==> src/rtl/display_arbiter.sv <==
// Round-robin arbiter sharing one two-digit seven-segment driver between NUM_REQ requesters.
// Optional urgent channel on req[0] when DISPLAY_ARB_PREEMPT_EN is defined.
module display_arbiter #(
  parameter int NUM_REQ      = 4,
  parameter int DWELL_CYCLES = 1024
) (
  input  logic                 clk,
  input  logic                 reset,
  input  logic [NUM_REQ-1:0]   req,
  input  logic [8*NUM_REQ-1:0] bcd_in,
  output logic [NUM_REQ-1:0]   grant,
  output logic [NUM_REQ-1:0]   ack,
  output logic                 load,
  output logic [3:0]           ten_count,
  output logic [3:0]           unit_count,
  output logic                 busy,
  output logic [1:0]           fsm_state
);

  localparam int IW = $clog2(NUM_REQ);
  localparam int CW = $clog2(DWELL_CYCLES);

  typedef enum logic [1:0] {IDLE = 2'd0, LOAD = 2'd1, HOLD = 2'd2} state_t;

  state_t             state_q, state_d;
  logic [CW-1:0]      cnt_q, cnt_d;
  logic [IW-1:0]      last_owner_q, last_owner_d;
  logic [IW-1:0]      win, idx;
  logic               found;
  logic [NUM_REQ-1:0] win_oh;
  logic [7:0]         win_bcd;
  logic               take;
  logic [NUM_REQ-1:0] grant_d, ack_d;
  logic               load_d, busy_d;
  logic [3:0]         ten_d, unit_d;

  // Search starts just after the last owner, so the owner itself is checked last.
  always_comb begin
    win   = last_owner_q;
    found = 1'b0;
    idx   = '0;
    for (int i = 1; i <= NUM_REQ; i++) begin
      idx = IW'((int'(last_owner_q) + i) % NUM_REQ);
      if (!found && req[idx]) begin
        found = 1'b1;
        win   = idx;
      end
    end
`ifdef DISPLAY_ARB_PREEMPT_EN
    if (req[0]) begin
      found = 1'b1;
      win   = '0;
    end
`endif
  end

  assign win_oh  = NUM_REQ'(1) << win;
  assign win_bcd = bcd_in[{win, 3'b000} +: 8];

  always_comb begin
    state_d      = state_q;
    cnt_d        = cnt_q;
    last_owner_d = last_owner_q;
    grant_d      = grant;
    ack_d        = '0;
    load_d       = 1'b0;
    ten_d        = ten_count;
    unit_d       = unit_count;
    take         = 1'b0;
    case (state_q)
      IDLE: take = found;
      LOAD: begin
        state_d = HOLD;
        cnt_d   = CW'(DWELL_CYCLES - 2);
      end
      HOLD: begin
`ifdef DISPLAY_ARB_PREEMPT_EN
        if (req[0] && !grant[0]) begin
          take = 1'b1;
        end else
`endif
        if (cnt_q == '0) begin
          if (found) begin
            take = 1'b1;
          end else begin
            state_d = IDLE;
            grant_d = '0;
          end
        end else begin
          cnt_d = cnt_q - CW'(1);
        end
      end
      default: state_d = IDLE;
    endcase
    if (take) begin
      state_d      = LOAD;
      last_owner_d = win;
      grant_d      = win_oh;
      ack_d        = win_oh;
      load_d       = 1'b1;
      ten_d        = win_bcd[7:4];
      unit_d       = win_bcd[3:0];
    end
    busy_d = (state_d != IDLE);
  end

  always_ff @(posedge clk or negedge reset) begin
    if (!reset) begin
      state_q      <= IDLE;
      cnt_q        <= '0;
      last_owner_q <= IW'(NUM_REQ - 1);
      grant        <= '0;
      ack          <= '0;
      load         <= 1'b0;
      ten_count    <= '0;
      unit_count   <= '0;
      busy         <= 1'b0;
    end else begin
      state_q      <= state_d;
      cnt_q        <= cnt_d;
      last_owner_q <= last_owner_d;
      grant        <= grant_d;
      ack          <= ack_d;
      load         <= load_d;
      ten_count    <= ten_d;
      unit_count   <= unit_d;
      busy         <= busy_d;
    end
  end

  assign fsm_state = state_q;

endmodule
==> config.mk <==
export PLATFORM = sky130hd
export DESIGN_NAME = display_arbiter
export DESIGN_NICKNAME = d
export VERILOG_FILES = /design/src/rtl/display_arbiter.sv
export SDC_FILE = /design/constraint.sdc
export NUM_CORES = 1
export LEC_CHECK = 0
export ABC_CLOCK_PERIOD_IN_PS = 4500
export BUFFER_PORTS_ARGS = -buffer_cell sky130_fd_sc_hd__buf_2
export CAP_MARGIN = 10
export CORE_MARGIN = 5
export CORE_UTILIZATION = 25
export DETAILED_ROUTE_END_ITERATION = 8
export GPL_TIMING_DRIVEN = 0
export SLEW_MARGIN = 20
export SYNTH_ARGS = -nofsm -noshare
export SYNTH_HDL_FRONTEND = slang
export SYNTH_SLANG_ARGS = --single-unit
==> constraint.sdc <==
create_clock -name clk -period 4.5 [get_ports clk]
set_input_delay 0.675 -clock clk [delete_from_list [all_inputs] [get_ports clk]]
set_output_delay 0.675 -clock clk [all_outputs]
set_load 0.01 [all_outputs]
==> results.yml <==
final_layout:
  final_area_sq_mm: 0.00224
  diodes: 0
  num-fill-cells: 700
  finalNonFillerCells: 316
  syn_to_final_growth_pct: 28.5
  fin_nets: 259
  drive_above_1_share_pct: 43.6
synthesis:
  synth.most_common_cell: "dfrtp_1"
  syn-cell-area_sq_mm: 0.00175
  synth_top_area_share_pct: 43.0
  async_flop_share_pct: 100
  ys_warn_count: 0
  synthFlopType: "dfrtp_1"
  yosysTopAreaCell: "dfrtp_1"
  yosys_register_bits: 32
  syn_inst: 155
  avgSynthCellArea_sq_um: 11.3
  synth_common_cells: "dfrtp_1 (30), mux2i_1 (18), nor2_1 (10), a221oi_2 (8), inv_1 (8)"
  synth_edf_count: 0
  synth_area_leaders: "dfrtp_1 (43%), mux2i_1 (10%), a221oi_2 (6.9%)"
  yosysSeqAreaShare_pct: 46.0
  syn-num-nets: 195
  netlist-cell-type-count: 43
detailed_routing:
  via_per_inst: 4.41
  vias: 1394
  drc_errors: 0
  ant_nets: 0
  wirelength_microns: 4180
  wire_per_inst_microns: 13.2
  drtIter0Drc: 55
  first_pass_iters: 4
worst_setup_path:
  critPathCaptureType: "register"
  cp.required_ps: 4650
  worstPathArrival_ps: 2290
  path_cells: "inv_1 > ha_1 > nor3b_2 > a31oi_1 > or3_1 > buf_6 > nor2_4 > a221oi_2"
  r2r_slack_ps: 2360
  r2r-end: "ten_count[3]"
  slowest_stage: "or3_1"
  cpLargestDelayFamily: "simple AND/OR/NAND/NOR gates"
  max_stage_delay_ps: 380
  r2r_cells: 8
  cp_num_buf_inv: 2
  worstReg2RegStart: "cnt_q[0]"
  cp_max_fo: 8
  worstSetupPathType: "reg2reg"
  start_kind: "register"
clock_tree:
  cts_made_buffers: 5
  clkTransAtPathRegs_ps: 70
  cts_resized: 0
  htree_levels: 2
  cts-hold-fix-buffers: 0
  clk_path_buf_depth: 2
  cts_root_buf: "clkbuf_8"
  postCtsSetupBuffers: 0
  clock-sinks: 32
  clk_latency_ps: 280
  cts_tree: "yes"
floorplanning:
  die-width_microns: 93.6
  die_h_microns: 93.6
  io_pins: 58
  design.die.area_sq_mm: 0.00875
  start_util_pct: 25.7
  fp.coreArea_sq_mm: 0.00679
  row_count: 30
grt:
  grt_max_degree: 33
  gr-total-overflow: 0
  grt_pass1_wl_microns: 6960
  grt.total_usage_pct: 10.1
  antenna_found_initial: 0
  grt_pass1_vias: 1464
power:
  power.density_mw_per_mm2: 634
  worst_ir_drop_vdd_mv: 0.222
  p_leak_nw: 1.04
  fin_total_pwr_mw: 1.42
sta:
  tns_ps: 0
  fin_crit_sh_pct: 47.6
  worst_slack_ps: 2360
  setup_viol: 0
  maxSlewViolCount: 0
  fmax_mhz: 467
  hold_viol: 0
  min_period_ps: 2140
  rsz0062_at_grt: "no"
  tightest_slew_ps: 713
  fin_skew_ps: 6.70
  slew_headroom_pct: 52.5
placement:
  dpl_cell_area_sq_mm: 0.00215
  dp_cells: 308
  routabilityCongestion: 0.724
  place_hpwl_microns: 3190
  portBuffers: 57
  place_ws_ps: 2200
run:
  cap_viol_max_count: 0
run_status:
  status: "finished clean"
hold_path:
  hp-class: "in2async"
[flip-flops by register name, indices dropped and copies added, names as in the netlist]
register / count
cnt_q: 10
ack: 4
grant: 4
ten_count: 4
unit_count: 4
fsm_state: 2
last_owner_q: 2
busy: 1
load: 1
[report_power, final]
| part | total (mW) | internal [mW] | switching (mW) | leakage, nW |
|---|---|---|---|---|
| sequential | 0.480 | 0.401 | 0.0793 | 0.358 |
| combinational | 0.714 | 0.313 | 0.401 | 0.627 |
| clock | 0.229 | 0.122 | 0.107 | 0.0510 |
| total | 1.42 | 0.835 | 0.588 | 1.04 |
[worst register-to-register path, cell delays in order (launching register included)]
cell	delay, ps
dfrtp_1	370
inv_1	130
ha_1	160
nor3b_2	240
a31oi_1	170
or3_1	380
buf_6	150
nor2_4	300
a221oi_2	100
[placed cells by master (no fill, tap or decap), types with 3 or more instances in the layout]
| cell | count |
|---|---|
| clkbuf_8 | 6 |
| o21ai_0 | 6 |
| nand3_1 | 3 |
| nand2_1 | 6 |
| a221oi_2 | 8 |
| xor2_1 | 5 |
| inv_1 | 8 |
| or3_1 | 4 |
| nor4_1 | 3 |
| dfrtp_1 | 30 |
| o21ai_1 | 3 |
| mux2i_1 | 18 |
| nor2_1 | 10 |
| and3_1 | 3 |
| nor2_2 | 5 |
| buf_2 | 60 |
[cells by family after synthesis]
group | synth area share [%]
muxes | 10.3
AOI/OAI and AO/OA | 17.5
DFF | 46.0
adders and majority gates | 1.43
and+or+nand+nor | 17.3
buffers and inverters | 4.87
xor gates and xnor gates | 2.51
[final cells by class]
class	instances	area [sq um]	area share, %
multi-input cells	109	857	38.2
flip-flops and latches	32	803	35.8
repair buffers	57	285	12.7
well taps	96	120	5.35
clock buffers	6	82.6	3.68
plain buffers	5	46.3	2.06
inverters	9	38.8	1.73
clock inverters	2	10.0	0.446
[routing by layer]
| layer | part of all wire, % | wire [microns] | vias to the layer above | global-route usage (%) |
|---|---|---|---|---|
| met5 | 0 | 0 | - | 0 |
| met4 | 1.1 | 45 | 0 | 3.25 |
| met3 | 8.2 | 344 | 5 | 3.94 |
| met2 | 45 | 1860 | 52 | 15.2 |
| met1 | 46 | 1930 | 641 | 13.1 |
| li1 | - | - | 696 | - |
[stage by stage]
step	util (%)	hold slack [ps]
floorplan	-	379
global placement	31.7	458
detailed placement	31.7	469
CTS	33.0	463
global route	33.0	504
finish	33.0	441
[worst max-delay path by stage]
stage / start / end / slack [ps] / depth (start not counted)
floorplan: cnt_q[0] / ten_count[0] / 2560 / 8
global placement: req[0] / unit_count[1] / 2210 / 7
detailed placement: req[0] / ten_count[0] / 2200 / 7
CTS: cnt_q[0] / ten_count[3] / 2330 / 8
global route: cnt_q[0] / ten_count[3] / 2200 / 8
finish: cnt_q[0] / ten_count[3] / 2360 / 8
(Power assumes the default switching activity.)
